## config.mk

```make
export PLATFORM = sky130hd
export DESIGN_NAME = signal_lamp_ctrl
export DESIGN_NICKNAME = d
export VERILOG_FILES = /design/src/rtl/signal_lamp_ctrl.sv
export SDC_FILE = /design/constraint.sdc
export NUM_CORES = 1
export LEC_CHECK = 0
export CORE_UTILIZATION = 38
export CTS_CLUSTER_DIAMETER = 100
export DETAILED_ROUTE_END_ITERATION = 7
export MAX_ROUTING_LAYER = met4
export PLACE_DENSITY_LB_ADDON = 0.12
export SETUP_SLACK_MARGIN = 0.4
export SLEW_MARGIN = 20
export SYNTH_ARGS = -nofsm -noshare
export SYNTH_HDL_FRONTEND = slang
export SYNTH_SLANG_ARGS = --single-unit
```

## constraint.sdc

```tcl
create_clock -name CLK -period 2.7 [get_ports CLK]
set_clock_uncertainty 0.1 [all_clocks]
set_input_delay 0.27 -clock CLK [delete_from_list [all_inputs] [get_ports CLK]]
set_output_delay 0.27 -clock CLK [all_outputs]
set_load 0.02 [all_outputs]
```

## src/rtl/signal_lamp_ctrl.sv

```systemverilog
// Multi-approach traffic lamp sequencer with latched pedestrian WALK interval.
// Optional LEFT_ARROW_EN inserts a protected left-turn interval before each GREEN.
//
// state  | meaning
// ALLRED | every approach red; decides WALK or next vehicle interval
// LEFT   | left arrow + green on active approach (LEFT_ARROW_EN only)
// GREEN  | green on active approach
// YELLOW | yellow on active approach; PHASE advances on exit
// WALK   | all vehicles red, pedestrian walk lamp on
module signal_lamp_ctrl #(
  parameter int NUM_PHASES   = 3,
  parameter int CNT_W        = 8,
  parameter int GREEN_TICKS  = 8,
  parameter int YELLOW_TICKS = 2,
  parameter int ALLRED_TICKS = 1,
  parameter int PED_TICKS    = 6,
  parameter int LEFT_TICKS   = 3
) (
  input  logic                  CLK,
  input  logic                  RESET_N,
  input  logic                  ENABLE,
  input  logic                  TICK,
  input  logic                  PED_REQ,
  output logic [NUM_PHASES-1:0] G,
  output logic [NUM_PHASES-1:0] Y,
  output logic [NUM_PHASES-1:0] R,
  output logic [NUM_PHASES-1:0] L,
  output logic                  PED_G,
  output logic                  PED_R,
  output logic                  PED_WAIT,
  output logic [2:0]            PHASE,
  output logic [2:0]            STATE
);

  typedef enum logic [2:0] {
    ST_ALLRED = 3'd0,
    ST_LEFT   = 3'd1,
    ST_GREEN  = 3'd2,
    ST_YELLOW = 3'd3,
    ST_WALK   = 3'd4
  } state_t;

  localparam logic [CNT_W-1:0]      LD_GREEN  = CNT_W'(GREEN_TICKS - 1);
  localparam logic [CNT_W-1:0]      LD_YELLOW = CNT_W'(YELLOW_TICKS - 1);
  localparam logic [CNT_W-1:0]      LD_ALLRED = CNT_W'(ALLRED_TICKS - 1);
  localparam logic [CNT_W-1:0]      LD_WALK   = CNT_W'(PED_TICKS - 1);
  localparam logic [CNT_W-1:0]      LD_LEFT   = CNT_W'(LEFT_TICKS - 1);
  localparam logic [2:0]            LAST_PH   = 3'(NUM_PHASES - 1);
  localparam logic [NUM_PHASES-1:0] ONE_HOT0  = NUM_PHASES'(1);

`ifdef LEFT_ARROW_EN
  localparam state_t FIRST_GO = ST_LEFT;
`else
  localparam state_t FIRST_GO = ST_GREEN;
`endif

  state_t           state_q, state_d;
  logic [2:0]       phase_q, phase_d;
  logic [CNT_W-1:0] cnt_q, cnt_d;
  logic             ped_q;
  logic             step;
  logic             enter_walk;
  logic [NUM_PHASES-1:0] sel;

  function automatic logic [CNT_W-1:0] dur(input state_t s);
    logic [CNT_W-1:0] d;
    d = LD_ALLRED;
    case (s)
      ST_LEFT:   d = LD_LEFT;
      ST_GREEN:  d = LD_GREEN;
      ST_YELLOW: d = LD_YELLOW;
      ST_WALK:   d = LD_WALK;
      default:   d = LD_ALLRED;
    endcase
    return d;
  endfunction

  // ENABLE is active-low: frozen cycles drop the tick rather than buffering it
  assign step       = ~ENABLE & TICK;
  assign enter_walk = (state_d == ST_WALK) && (state_q != ST_WALK);

  always_ff @(negedge CLK or negedge RESET_N) begin
    if (!RESET_N) begin
      state_q <= ST_ALLRED;
      phase_q <= 3'd0;
      cnt_q   <= LD_ALLRED;
      ped_q   <= 1'b0;
    end else begin
      state_q <= state_d;
      phase_q <= phase_d;
      cnt_q   <= cnt_d;
      ped_q   <= PED_REQ | (ped_q & ~enter_walk);
    end
  end

  always_comb begin
    state_d = state_q;
    phase_d = phase_q;
    cnt_d   = cnt_q;
    if (step) begin
      if (cnt_q != '0) begin
        cnt_d = cnt_q - CNT_W'(1);
      end else begin
        case (state_q)
          ST_ALLRED: state_d = ped_q ? ST_WALK : FIRST_GO;
          ST_LEFT:   state_d = ST_GREEN;
          ST_GREEN:  state_d = ST_YELLOW;
          ST_YELLOW: begin
            state_d = ST_ALLRED;
            phase_d = (phase_q == LAST_PH) ? 3'd0 : phase_q + 3'd1;
          end
          ST_WALK:   state_d = ST_ALLRED;
          default:   state_d = ST_ALLRED;
        endcase
        cnt_d = dur(state_d);
      end
    end
  end

  assign sel = ONE_HOT0 << phase_q;

  always_comb begin
    G = '0;
    Y = '0;
    L = '0;
    case (state_q)
      ST_GREEN:  G = sel;
      ST_YELLOW: Y = sel;
`ifdef LEFT_ARROW_EN
      ST_LEFT: begin
        G = sel;
        L = sel;
      end
`endif
      default: ;
    endcase
  end

  assign R        = ~(G | Y);
  assign PED_G    = (state_q == ST_WALK);
  assign PED_R    = ~PED_G;
  assign PED_WAIT = ped_q;
  assign PHASE    = phase_q;
  assign STATE    = state_q;

endmodule

```

# Word-level counts from Yosys, hierarchy flattened
# Index checks and enable logic that the tools add are counted.
# Widths: inputs -> output; s select.
[classes]
add_sub_neg = 2
n_eq_ne = 11
shift = 1
n_mux = 11
bitwise = 9
n_reduce_logical = 4
[ops]
columns = ["op", "n"]
rows = [
  ["$mux 3", 8],
  ["$eq 3x2->1 const B", 5],
  ["$pmux 3 s4", 1],
  ["$eq 3x3->1 const B", 3],
  ["$pmux 3 s3", 1],
  ["$mux 8", 1],
  ["$reduce_bool 8->1", 1],
  ["$sub 8x1->8 const B", 1],
  ["$eq 3x1->1 const B", 2],
  ["$not 1->1", 4],
  ["$add 3x1->3 const B", 1],
  ["$logic_not 3->1", 1],
  ["$ne 3x3->1 const B", 1],
  ["$not 3->3", 1],
  ["$or 3x3->3", 1],
  ["$reduce_and 3->1", 1],
  ["$shl 1x3->3 const A", 1],
  ["$and 1x1->1", 2],
  ["$logic_and 1x1->1", 1],
  ["$or 1x1->1", 1],
]
[word_totals]
regBits = 15
in_bits = 5
out_inout_bits = 21
word_cells = 42

# Depth between registers and ports, before layout
# Gate-level depths: netlist of the first run.
[logic_depth]
word_depth = 11
depth_mapped = 6
mapped_depth_nobuf = 6

==> flow_summary.toml, run 1 <==
[timing]
worst_slack_ns = -0.495
hold_viol_final = 0
whs_ns = 0.432
relSlewSlack = 0.556
worst-slew-pin-transition_ns = 0.661
drv_slew = 0
grt_setup_unrepaired = "true"
setup_viol = 17

[clock_network]
cts_tree = "yes"
worstSkewPairLatency_ns = 0.31
cts-hold-fix-buffers = 0
cts_buffers = 3
htreeDepth = 1
cts_buffer_depth = 2
clk_pin_slew_ns = 0.07
clock_sinks = 15
cts-root-buf = "clkbuf_4"

[worst_setup_path]
cp.required_ns = 2.33
rr_worst_depth = 8
critPathCaptureType = "primary output"
crit_path_start = "STATE[1]"
worstPathArrival_ns = 2.82
reg2reg_from = "STATE[1]"
crit_path_cell_trace = "nand2b_4, or3_4, nor2_4, buf_6"
crit_type = "reg -> out"
crit_path_start_kind = "register"
slowest_delay_ns = 0.49
critPathMaxFanout = 3
critical-path-slowest-cell = "dfrtn_1"

[layout]
nNetsFinal = 171
drive_above_1_share = 0.626
seqCellArea_sq_um = 375
num-fill-cells = 113
multi_input_area_sq_um = 743
antenna-diode-count = 0
instances_no_fill = 191
area_growth_pct = 103

[power_and_ir_drop]
peakVddDrop_v = 0.000625
power_density_nw_per_um2 = 789
p_leak_nw = 0.834

[route]
viasPerCell = 5.33
wl_mm = 3.20
drc = 0
antenna_left = 0
routedWlPerCell_microns = 16.8
vias = 1018
drt_iter0_drc = 20
firstDrtPassIters = 4

[global_routing]
grt_pass1_vias = 963
antenna_found_initial = 0
overflow = 0
grt_pass1_wl_mm = 4.53
grt_start_max_net_pins = 16
grt_usage = 0.250

[hold_path]
holdPathStages = 2
hp-start = "cnt_q[5]"
hp-class = "reg -> reg"

[floorplanning]
core_area_sq_um = 2230
initial_core_util = 0.406
ios = 26
die_h_microns = 50.9
fp.dieW_microns = 50.9
std_cell_rows = 17
dieArea_sq_um = 2590

[yosys]
ys_ff_latch = 15
synth_edf_count = 0
syn_avg_cell_area_sq_um = 9.35
synthTopCellsByArea = "dfrtn_1, nor2_1, nor4_4"
synthTopCellsByCount = "nor2_1, dfrtn_1, nand2_1, inv_1"
synth_top_area_frac = 0.414
ys_seq_area_frac = 0.414
synth_top_flop_cell = "dfrtn_1"
netlist_instances = 97
synth_most_common_cell = "nor2_1"
syn-cell-area_sq_um = 907
synth_largest_area_cell = "dfrtn_1"
synthDistinctLibCells = 33
async_flop_share = 1.00
ys_warn_count = 0

[placement]
dp_hpwl_mm = 1.74
dpl.cell_count = 163
gp_congestion = 0.859
port_buffers = 22

[outcome]
violations = "setup timing"
status = "complete, but fails checks"

[flow_run]
maxCapViolCount = 0
==> state kept, by name (all words and copies together), names as in the netlist <==
register,count
PED_WAIT,1
PHASE,3
STATE,3
cnt_q,8
==> routing by layer <==
metal	global-route usage	part of all wire	vias to the layer above	wire length, microns
met5	-	0	-	0
met4	0.139	0.027	0	85
met3	0.0357	0.036	8	115
met2	0.400	0.54	35	1740
met1	0.302	0.39	510	1260
li1	-	-	465	-
==> area by class of cell <==
class	count	area share
Timing Repair Buffer	64	0.347
Inverter	6	0.0122
Sequential cell	15	0.204
Tap cell	28	0.0190
Clock buffer	4	0.0143
Multi-Input combinational cell	74	0.404
==> cell families (layout without fill, tap and decap cells) <==
kind of cell	count (synthesis)	in the layout	synth area share
other	1	3	0.00413
AND/OR/NAND/NOR	50	50	0.341
AO/OA/AOI/OAI	13	13	0.0966
flip-flops	15	15	0.414
multiplexers	2	2	0.0248
adder cells (fa/ha/maj)	2	2	0.0276
XOR/XNOR	4	4	0.0386
buffers and inverters	10	74	0.0538
==> where the power goes <==
part           leakage (nW)  switching [mW]  internal [mW]
combinational         0.637           0.411          0.458
clock                0.0150          0.0906         0.0579
sequential            0.182           0.133          0.301
total                 0.834           0.635          0.817
==> path summary, 6_finish.rpt <==
| check | endpoint | slack [ns] |
|---|---|---|
| worst min register to register | cnt_q[5] | 0.43 |
| worst max register to register | PHASE[0] | 0.55 |
| worst max-delay path | G[1] | -0.49 |
| min in group asynchronous | PHASE[2] | 1.41 |
| max in group asynchronous | cnt_q[2] | 0.87 |
| worst min-delay path | cnt_q[5] | 0.43 |
==> critical path: cells and delay by family (launching register included) <==
family / cells / cell delay, ns
simple gates: 3 / 0.56
flops: 1 / 0.49
buf+inv: 1 / 0.12
==> stage by stage <==
step	util	instance area [sq um]	setup TNS [ns]	setup WS, ns	power, mW
2_1_floorplan	-	1060	-2.84	-0.380	0.768
3_3_place_gp	0.635	1420	-12.28	-0.574	0.960
3_5_place_dp	0.635	1420	-12.67	-0.593	0.977
4_1_cts	0.759	1690	-4.66	-0.456	1.29
5_1_grt	0.824	1840	-6.17	-0.529	1.51
6_report	0.824	1840	-5.56	-0.495	1.45
==> layout by cell type (no fill, tap or decap), types with 2 or more instances in the layout <==
cell | Yosys | layout
buf_6 | 0 | 34
buf_4 | 3 | 24
dfrtn_1 | 15 | 15
nor2_4 | 0 | 8
nor2_1 | 16 | 8
inv_1 | 6 | 5
nand2b_4 | 0 | 4
nor4_4 | 2 | 4
nand2_1 | 7 | 4
xnor2_1 | 4 | 4
nand4_1 | 3 | 3
nand3_1 | 4 | 3
conb_1 | 1 | 3
clkbuf_4 | 0 | 3
nor3_4 | 0 | 2
nor3b_2 | 1 | 2
a21oi_1 | 3 | 2
o21ai_0 | 4 | 2
nand2_2 | 0 | 2
mux2_4 | 0 | 2
ha_1 | 2 | 2
buf_8 | 0 | 2
clkdlybuf4s50_1 | 0 | 2
==> what timing repair did <==
item	CTS	global route
gates resized for setup	141	17
buffers inserted	15	9
pin swaps	10	9
setup endpoints to repair	33	32
No activity file was read; power rests on OpenSTA's default activity.
==> run 2: changes to the inputs <==
--- a/config.mk
+++ b/config.mk
@@ -7,6 +7,7 @@
 export LEC_CHECK = 0
 export CORE_UTILIZATION = 38
 export CTS_CLUSTER_DIAMETER = 100
+export CTS_CLUSTER_SIZE = 12
 export DETAILED_ROUTE_END_ITERATION = 7
 export MAX_ROUTING_LAYER = met4
 export PLACE_DENSITY_LB_ADDON = 0.12
==> results of run 2 <==
Final layout, timing and power as in run 1 (identical DEF).
